--- config.mk ---
export PLATFORM = sky130hd
export DESIGN_NAME = hd44780_xfer_engine
export DESIGN_NICKNAME = d
export VERILOG_FILES = /design/src/rtl/hd44780_xfer_engine.sv
export SDC_FILE = /design/constraint.sdc
export NUM_CORES = 1
export LEC_CHECK = 0
export CORE_AREA = 2 2 91 93
export DETAILED_ROUTE_END_ITERATION = 8
export DIE_AREA = 0 0 93 95
export GPL_TIMING_DRIVEN = 0
export PLACE_DENSITY = 0.68
export SETUP_SLACK_MARGIN = 0.02
export SLEW_MARGIN = 5
export SYNTH_ARGS = -nofsm -noshare
export SYNTH_HDL_FRONTEND = slang
export SYNTH_SLANG_ARGS = --single-unit
export TNS_END_PERCENT = 20
--- constraint.sdc ---
create_clock -name CLK_I -period 3.6 [get_ports CLK_I]
set_clock_uncertainty 0.2 [all_clocks]
set_input_delay 0.72 -clock CLK_I [delete_from_list [all_inputs] [get_ports CLK_I]]
set_output_delay 0.72 -clock CLK_I [all_outputs]
set_load 0.1 [all_outputs]
--- src/rtl/hd44780_xfer_engine.sv ---
// hd44780_xfer_engine: FIFO-fed HD44780 transfer engine for a 4-bit or 8-bit bus.
// Generates RS/data setup, E pulse width, E cycle time and the post-byte
// execution wait internally; upstream only pushes (rs, byte) entries.
// Optional feature macro: H4XE_NYBBLE_ONLY_EN adds i_nyb_only (high nybble only
// on a 4-bit bus, used for the 0x3/0x2 init nybbles).
module hd44780_xfer_engine #(
    parameter int unsigned BUS_WIDTH       = 4,
    parameter int unsigned FIFO_AW         = 2,
    parameter int unsigned TICKS_TAS       = 3,
    parameter int unsigned TICKS_PWEH      = 22,
    parameter int unsigned TICKS_TCYCE     = 48,
    parameter int unsigned TICKS_EXEC      = 2544,
    parameter int unsigned TICKS_EXEC_LONG = 76800,
    parameter int unsigned TIMER_BITS      = 17
) (
    input  logic                 CLK_I,
    input  logic                 RST_I,
    input  logic                 STB_I,
    input  logic                 i_rs,
    input  logic [7:0]           i_data,
`ifdef H4XE_NYBBLE_ONLY_EN
    input  logic                 i_nyb_only,
`endif
    output logic                 o_busy,
    output logic                 o_full,
    output logic                 o_ovf,
    output logic                 o_rs,
    output logic [BUS_WIDTH-1:0] o_lcd_data,
    output logic                 o_e
);

    localparam int unsigned       DEPTH   = 1 << FIFO_AW;
    localparam logic [FIFO_AW:0]  DEPTH_C = (FIFO_AW + 1)'(DEPTH);
    localparam logic [FIFO_AW:0]  CNT_ONE = (FIFO_AW + 1)'(1);
    localparam logic [FIFO_AW-1:0] PTR_ONE = FIFO_AW'(1);
    localparam bit                IS4     = (BUS_WIDTH == 4);

    // Timer reload values: a state lasting N clocks loads N-1 and leaves at zero.
    localparam logic [TIMER_BITS-1:0] LD_TAS       = TIMER_BITS'(TICKS_TAS - 1);
    localparam logic [TIMER_BITS-1:0] LD_PWEH      = TIMER_BITS'(TICKS_PWEH - 1);
    localparam logic [TIMER_BITS-1:0] LD_ELOW_LAST = TIMER_BITS'(TICKS_TCYCE - TICKS_PWEH - 1);
    localparam logic [TIMER_BITS-1:0] LD_ELOW_MID  = TIMER_BITS'(TICKS_TCYCE - TICKS_PWEH - TICKS_TAS - 1);
    localparam logic [TIMER_BITS-1:0] LD_EXEC      = TIMER_BITS'(TICKS_EXEC - 1);
    localparam logic [TIMER_BITS-1:0] LD_EXEC_LONG = TIMER_BITS'(TICKS_EXEC_LONG - 1);
    localparam logic [TIMER_BITS-1:0] TMR_ONE      = TIMER_BITS'(1);

    typedef struct packed {
        logic       nyb;
        logic       rs;
        logic [7:0] data;
    } entry_t;

    typedef enum logic [2:0] {
        IDLE,
        LOAD,
        SETUP,
        EHIGH,
        ELOW,
        EXEC
    } state_t;

    entry_t                mem [DEPTH];
    logic [FIFO_AW-1:0]    wr_ptr;
    logic [FIFO_AW-1:0]    rd_ptr;
    logic [FIFO_AW:0]      count;
    entry_t                wr_entry;
    entry_t                shadow;
    logic                  push;
    logic                  pop;

    state_t                state;
    state_t                state_next;
    logic [TIMER_BITS-1:0] timer;
    logic [TIMER_BITS-1:0] timer_next;
    logic                  second_half;
    logic                  second_next;
    logic                  drive_first;
    logic                  drive_second;
    logic                  split;
    logic                  exec_long;
    logic [BUS_WIDTH-1:0]  first_bus;
    logic [BUS_WIDTH-1:0]  second_bus;

    assign o_full = (count == DEPTH_C);
    assign o_busy = (count != '0) || (state != IDLE);
    assign push   = STB_I && !o_full;

    // Entry presented for a push.
    always_comb begin
        wr_entry.rs   = i_rs;
        wr_entry.data = i_data;
`ifdef H4XE_NYBBLE_ONLY_EN
        wr_entry.nyb  = i_nyb_only;
`else
        wr_entry.nyb  = 1'b0;
`endif
    end

    // Two E cycles per byte only on a 4-bit bus for full-byte entries.
    assign split     = IS4 && !shadow.nyb;
    // Clear (0x01) and Home (0x02/0x03) need the long execution wait.
    assign exec_long = !shadow.rs && (shadow.data[7:2] == 6'd0) && (shadow.data != 8'd0);

    generate
        if (BUS_WIDTH == 8) begin : g_bus8
            assign first_bus  = shadow.data;
            assign second_bus = shadow.data;
        end else begin : g_bus4
            assign first_bus  = shadow.data[7:4];
            assign second_bus = shadow.data[3:0];
        end
    endgenerate

    // FIFO storage, pointers, occupancy and sticky overflow flag.
    always_ff @(posedge CLK_I) begin
        if (RST_I) begin
            wr_ptr <= '0;
            rd_ptr <= '0;
            count  <= '0;
            o_ovf  <= 1'b0;
        end else begin
            if (push) begin
                mem[wr_ptr] <= wr_entry;
                wr_ptr      <= wr_ptr + PTR_ONE;
            end
            if (pop) begin
                rd_ptr <= rd_ptr + PTR_ONE;
            end
            if (STB_I && o_full) begin
                o_ovf <= 1'b1;
            end
            case ({push, pop})
                2'b10:   count <= count + CNT_ONE;
                2'b01:   count <= count - CNT_ONE;
                default: count <= count;
            endcase
        end
    end

    // Next-state, timer reload and bus-drive strobes for the transfer FSM.
    // ELOW is shortened by TAS when another nybble follows, so the next E rise
    // lands exactly TCYCE after the previous one.
    always_comb begin
        state_next   = state;
        timer_next   = timer;
        second_next  = second_half;
        pop          = 1'b0;
        drive_first  = 1'b0;
        drive_second = 1'b0;
        unique case (state)
            IDLE: begin
                if (count != '0) begin
                    pop        = 1'b1;
                    state_next = LOAD;
                end
            end
            LOAD: begin
                drive_first = 1'b1;
                second_next = 1'b0;
                timer_next  = LD_TAS;
                state_next  = SETUP;
            end
            SETUP: begin
                if (timer == '0) begin
                    timer_next = LD_PWEH;
                    state_next = EHIGH;
                end else begin
                    timer_next = timer - TMR_ONE;
                end
            end
            EHIGH: begin
                if (timer == '0) begin
                    timer_next = (split && !second_half) ? LD_ELOW_MID : LD_ELOW_LAST;
                    state_next = ELOW;
                end else begin
                    timer_next = timer - TMR_ONE;
                end
            end
            ELOW: begin
                if (timer == '0) begin
                    if (split && !second_half) begin
                        drive_second = 1'b1;
                        second_next  = 1'b1;
                        timer_next   = LD_TAS;
                        state_next   = SETUP;
                    end else begin
                        timer_next = exec_long ? LD_EXEC_LONG : LD_EXEC;
                        state_next = EXEC;
                    end
                end else begin
                    timer_next = timer - TMR_ONE;
                end
            end
            EXEC: begin
                if (timer == '0) begin
                    state_next = IDLE;
                end else begin
                    timer_next = timer - TMR_ONE;
                end
            end
            default: begin
                state_next = IDLE;
            end
        endcase
    end

    // FSM state, timer and nybble-phase registers.
    always_ff @(posedge CLK_I) begin
        if (RST_I) begin
            state       <= IDLE;
            timer       <= '0;
            second_half <= 1'b0;
        end else begin
            state       <= state_next;
            timer       <= timer_next;
            second_half <= second_next;
        end
    end

    // Shadow entry and registered LCD pins; E is high exactly while in EHIGH.
    always_ff @(posedge CLK_I) begin
        if (RST_I) begin
            shadow     <= '0;
            o_rs       <= 1'b0;
            o_lcd_data <= '0;
            o_e        <= 1'b0;
        end else begin
            o_e <= (state_next == EHIGH);
            if (pop) begin
                shadow <= mem[rd_ptr];
            end
            if (drive_first) begin
                o_rs       <= shadow.rs;
                o_lcd_data <= first_bus;
            end
            if (drive_second) begin
                o_lcd_data <= second_bus;
            end
        end
    end

endmodule

-- Yosys cells after proc, flatten, opt, wreduce, memory -nomap -nowiden
Memories as Yosys holds them, arrays and structs flattened. A register that Yosys moved wholly into a read port is not among the register bits.
Cells that the tools add are included.
- memories kept: 1
- input port bits: 12
- latch bits: 0
- word-level logic and storage cells: 81
- bits in read-only memories: 0
- output and inout bits: 9
- bits in writable memories: 36
- flip-flop bits (word level): 36
- multiply operators: 0
- equal/unequal tests: 12
- add/sub/neg operators: 5
- shifts and indexed selects: 0
- reduce and logical (&&, ||, !) cells: 22
- div/mod/pow operators: 0
- mux-type cells: 30
- magnitude comparators: 0
- bitwise gates (word level): 0
- memory list (name ; depth ; width ; read ports ; clocked after Yosys merged registers in ; wr ports ; RTL line ; source):
    mem ; 4 ; 9 ; 1 ; 1 ; 1 ; 62 ; entry_t mem [DEPTH];
- operator list (operator ; number):
    17-bit two-way mux ; 6
    17-bit one-hot mux with 5 select lines ; 1
    3-bit two-way mux ; 6
    3-bit one-hot mux with 6 select lines ; 1
    17-bit logical NOT ; 1
    17-bit by 1-bit subtractor with 17-bit output, second input constant ; 1
    4-bit two-way mux ; 3
    1-bit two-way mux ; 11
    3-bit by 2-bit equality test with 1-bit output, second input constant ; 3
    3-bit equality test, second input constant ; 3
    8-bit nonzero test ; 1
    6-bit logical NOT ; 1
    2-bit inequality test, second input constant ; 3
    3-bit one-hot mux with 2 select lines ; 1
    2-bit nonzero test ; 3
    3-bit nonzero test ; 2
    1-bit logical AND ; 5
    5-bit nonzero test ; 1
    2-bit by 1-bit adder with 2-bit output, second input constant ; 2
    1-bit logical NOT ; 4
    3-bit by 1-bit adder with 3-bit output, second input constant ; 1
    3-bit by 1-bit equality test with 1-bit output, second input constant ; 1
    3-bit logical NOT ; 1
    3-bit AND reduction ; 1
    other kinds (6) ; 6

-- Longest topological paths before layout
Gate-level depths: netlist of run 1.
- depth in word-level cells: 7
- depth in mapped cells: 11
- gate-level depth less buffers: 9

-- Worst setup path before layout of run 1
No wires, ideal clock.
- path kind: register to register
- from: register count[0]
- to: register count[2]
- path buffers: 0
- period minus slack after synthesis: 2.950 ns
- setup time: 0.070 ns
- setup slack: 0.650 ns
- stages on the path, launching flop included: 10
- data arrival time: 2.679 ns
- data required time: 3.330 ns
- path through: dfxtp_1 > inv_1 > and3_1 > nand2b_1 > ha_1 > inv_1 > fa_1 > xor2_1 > or3_1 > a21oi_1
- word-level cells in the longest chain between the ends: 5
- elaborated cells on any way between the ends: 12
- those cells by class: add/sub (2); eq/ne (3); mux (3); reduce/logical (4)
- RTL lines (element ; RTL line ; source):
    start, declared ; 65 ; logic [FIFO_AW:0] count;
    start signal, assigned ; 133 ; 2'b10: count <= count + CNT_ONE;
    start signal, assigned ; 134 ; 2'b01: count <= count - CNT_ONE;
    start signal, assigned ; 135 ; default: count <= count;
    3-bit equality test (*) ; 84 ; assign o_full = (count == DEPTH_C);
    named net o_full ; 25 ; output logic o_full,
    1-bit logical NOT (*) ; 86 ; assign push = STB_I && !o_full;
    1-bit logical AND (*) ; 86 ;
    2-bit by 1-bit equality test with 1-bit output / 2-bit equality test (equally long branches) ; 132 ; case ({push, pop})
    3-bit one-hot mux with 2 select lines / 2-bit nonzero test (equally long branches) ; n/a ;
The timed path passes the listed nets; every way through them passes the cells marked *.
A chain may end at the register's enable or synchronous reset.

-- Final worst setup path of run 1
- from: register state[1]
- to: register count[2]
- word-level cells in the longest chain between the ends: 4
- elaborated cells on any way between the ends: 6
- those cells by class: eq/ne (2); mux (2); reduce/logical (2)
- RTL lines (element ; RTL line ; source):
    start, declared ; 71 ; state_t state;
    start signal, assigned ; 214 ; state <= state_next;
    3-bit logical NOT (*) ; 150 ; unique case (state)
    1-bit two-way mux (*) ; 150 ;
    named net pop ; 69 ; logic pop;
    2-bit by 1-bit equality test with 1-bit output / 2-bit equality test (equally long branches) ; 132 ;
    3-bit one-hot mux with 2 select lines / 2-bit nonzero test (equally long branches) ; n/a ;
Marked as above.

==> key figures, run 1 <==
Logic synthesis
  – Seq cells post-synth: 80
  – Top cell type's share of synthesized area: ~29%
  – Post-synthesis instance total: 360
  – Yosys Warn Count: 0
  – Netlist cell types: 54
  – Top FF cell, synth: dfxtp_1
  – Most frequent cell after synthesis: dfxtp_1
  – Synth area leaders: edfxtp_1, dfxtp_1, mux4_2, a21oi_1, nand2_1
  – Synth Net Count: about 380
  – Sequential-to-total area share from yosys stat: roughly 52%
  – Mapped Area: between 3000 and 4000 um2
  – Post-synth EDFFs: 36
  – Commonest cells post-synth: dfxtp_1, edfxtp_1, nand2_1
  – Yosys top cell by area: edfxtp_1
  – Synthesized area per cell: roughly 10 um2
  – Async set-reset flop share out of synthesis: 0%

Min path
  – Hold Startpoint: o_ovf
  – Hold WC Path Type: reg2reg
  – Hold depth: 2
  – Min-Delay Endpoint: o_ovf

Worst setup path
  – Crit Path Max Fanout: 10
  – Kind of critical path: reg2reg
  – Cell family with most CP delay: buffers and inverters
  – Max incr delay on CP: 0.37 ns
  – Buf/Inv on CP: 4
  – Crit path launch: state[1]
  – Cell Chain, Critical Path: nor3_1 -> nand2b_1 -> clkbuf_1 -> inv_1 -> clkbuf_1 -> ha_1 -> inv_1 -> fa_1 -> xor2_1 -> or3_1 -> a21oi_1
  – Startpoint Class: flip-flop
  – Worst endpoint required time: around 3.7 ns
  – Worst EP arrival: around 3.2 ns
  – Reg-to-Reg End: count[2]
  – Flop2flop setup slack: 0.47 ns
  – RR Startpoint: state[1]
  – Reg2reg path depth: 11
  – Crit path depth: 11
  – CP max stage cell: dfxtp_1
  – CP Capture Type: flip-flop

STA
  – Unrepaired setup endpoints after global routing: false
  – Fin. Hold Viols: 0
  – Worst-Margin Slew: 0.973 ns
  – Tcrit/Tclk final: between 80% and 90%
  – Tmin final: 3.13 ns
  – Worst relative slew slack: 34.9%
  – FMAX: 0.319 GHz
  – Setup violators final: 0
  – Max Transition Viols Final: 0
  – Worst hold slack: 0.277 ns
  – Sum Neg Setup Slack: 0 ns

Final layout
  – Ratio of cells with drive above 1 in the final layout: under 10%
  – Nets: 410
  – # diodes: 0
  – Area Overhead vs Synth: 14.0%
  – Post-layout util: between 50% and 60%
  – Filler cells: between 700 and 800

CTS
  – Post-cts resize count: 0
  – Clock-pin transition on the worst setup and hold timing paths: 0.10 ns
  – Root buffer cell: clkbuf_8
  – TritonCTS buffer count: 9
  – CTS sink count: 80
  – Worst skew pair latency: 0.37 ns
  – CTS tree: yes
  – # hold bufs at CTS: 0
  – Clock Path Buffers: 2
  – Post-CTS setup buffer count: 0
  – H-tree depth: 3

GRT
  – Gr usage total: between 20% and 30%
  – Antenna violations before repair: 0
  – Met2 usage: between 30% and 40%
  – Top Usage Layer GRT: met2
  – Met3 usage: about 5.1%
  – First-pass GRT wire length: about 14000 um
  – Largest net degree at the start of global routing: 18
  – Vias in the first global route: around 2900
  – M1 GR Usage: around a quarter
  – Gr ovfl total: 0

Floorplanning
  – Die extent in x: approximately 93 um
  – # rows: 33
  – I/O Pins: 21
  – DIE AREA: approximately 8800 um2
  – Die H: ~95 um
  – Initial Util: 47.5%
  – CORE AREA: between 7000 and 8000 um2

Placed design
  – GPL Wtd Cong: between 0.9 and 1
  – Dpl hpwl: a little under 6000 um
  – IO Port Bufs: 20

Job
  – Total of max-cap violations: 0

Drt
  – Drt via density: ~5.8
  – Wire length per cell: approximately 16 um
  – Number of remaining DRC errors: 0
  – Initial DRT Pass Iterations: 5
  – Iter 0 DRT Violations: around 150
  – Via count: 2888
  – Routed wire length: 8210 um
  – Post-DRT Antenna Nets: 0

Power and ir drop
  – PwrDens: around 1000 nW/um2
  – Leak: 1.57 nW
  – Worst VDD drop: about 500 uV

Run status
  – Status: finished, final reports clean
-- per-layer routing --
metal,routed length (um),part of all wire [%]
met1,3490,43
met5,0,0
met2,4150,51
met4,173,2.1
met3,397,4.8
-- logic make-up after synthesis --
family	after synthesis	synth area share [%]
adders and majority gates	7	2.53
AOI/OAI and AO/OA	84	14.1
xor gates and xnor gates	9	2.09
DFF	80	52.1
buffers and inverters	33	3.95
and+or+nand+nor	132	18.2
muxes	15	6.98
-- report_power, final --
group | leakage, nW | total, mW | switching, mW | internal [mW]
combinational | 0.791 | 2.35 | 1.45 | 0.893
clock | 0.0970 | 0.661 | 0.389 | 0.272
sequential | 0.685 | 1.30 | 0.163 | 1.13
total | 1.57 | 4.30 | 2.01 | 2.30
-- through the flow --
stage,area (um2),setup WS (ns),power (mW),std cells
floorplan,3760,0.650,3.12,360
global placement,4100,0.400,3.60,485
detailed placement,4100,0.404,3.63,485
CTS,4290,0.420,4.29,501
global route,4290,0.174,4.62,501
finish,4290,0.466,4.30,501
-- state kept, by name (all words and copies together), names as in the netlist --
name and flops:
first_bus 4, o_e 1, second_bus 4, second_half 1, o_ovf 1, rd_ptr 2, timer 17, o_rs 1
wr_ptr 2, o_lcd_data 4, mem 36, shadow 1, state 3, count 3
-- how the worst max path moves through the flow --
stage / to
after global placement: timer[10]
after floorplan: count[2]
after detailed placement: timer[16]
after CTS: count[2]
after global routing: count[2]
final: count[2]
-- placed cells by master, fill, tap and decap left out, types with 8 or more instances in the layout --
cell type and count:
dfxtp_1 44, nand2_1 36, edfxtp_1 36, nor2_1 35, a21oi_1 33, clkdlybuf4s50_1 20
inv_1 13, clkbuf_1 10, or4_1 10, nor3_1 9, mux4_2 9, o21ai_0 9
clkbuf_8 9, nand3_1 8
-- worst min-delay path: cells and delay by family (launching register included) --
kind             cells  cell delay [ns]
AO/OA/AOI/OAI        1             0.04
flip-flops           1             0.34
AND/OR/NAND/NOR      1             0.07
-- area by class of cell --
cell class / instances / area (um2) / area share [%]
plain buffers: 19 / 96.3 / 2.24
clock buffers: 9 / 124 / 2.89
clock inverters: 7 / 72.6 / 1.69
inverters: 14 / 52.6 / 1.22
multi-input cells: 247 / 1650 / 38.5
flip-flops and latches: 80 / 1960 / 45.7
well taps: 105 / 131 / 3.06
repair buffers: 20 / 200 / 4.66
(Power assumes the default switching activity.)
==> run 2: changes to the inputs <==
- ABC_CLOCK_PERIOD_IN_PS: unset -> 3600
- SKIP_CTS_REPAIR_TIMING: unset -> 1
==> results of run 2 <==
Same layout as run 1: the final DEF is identical, and so are final timing and power.
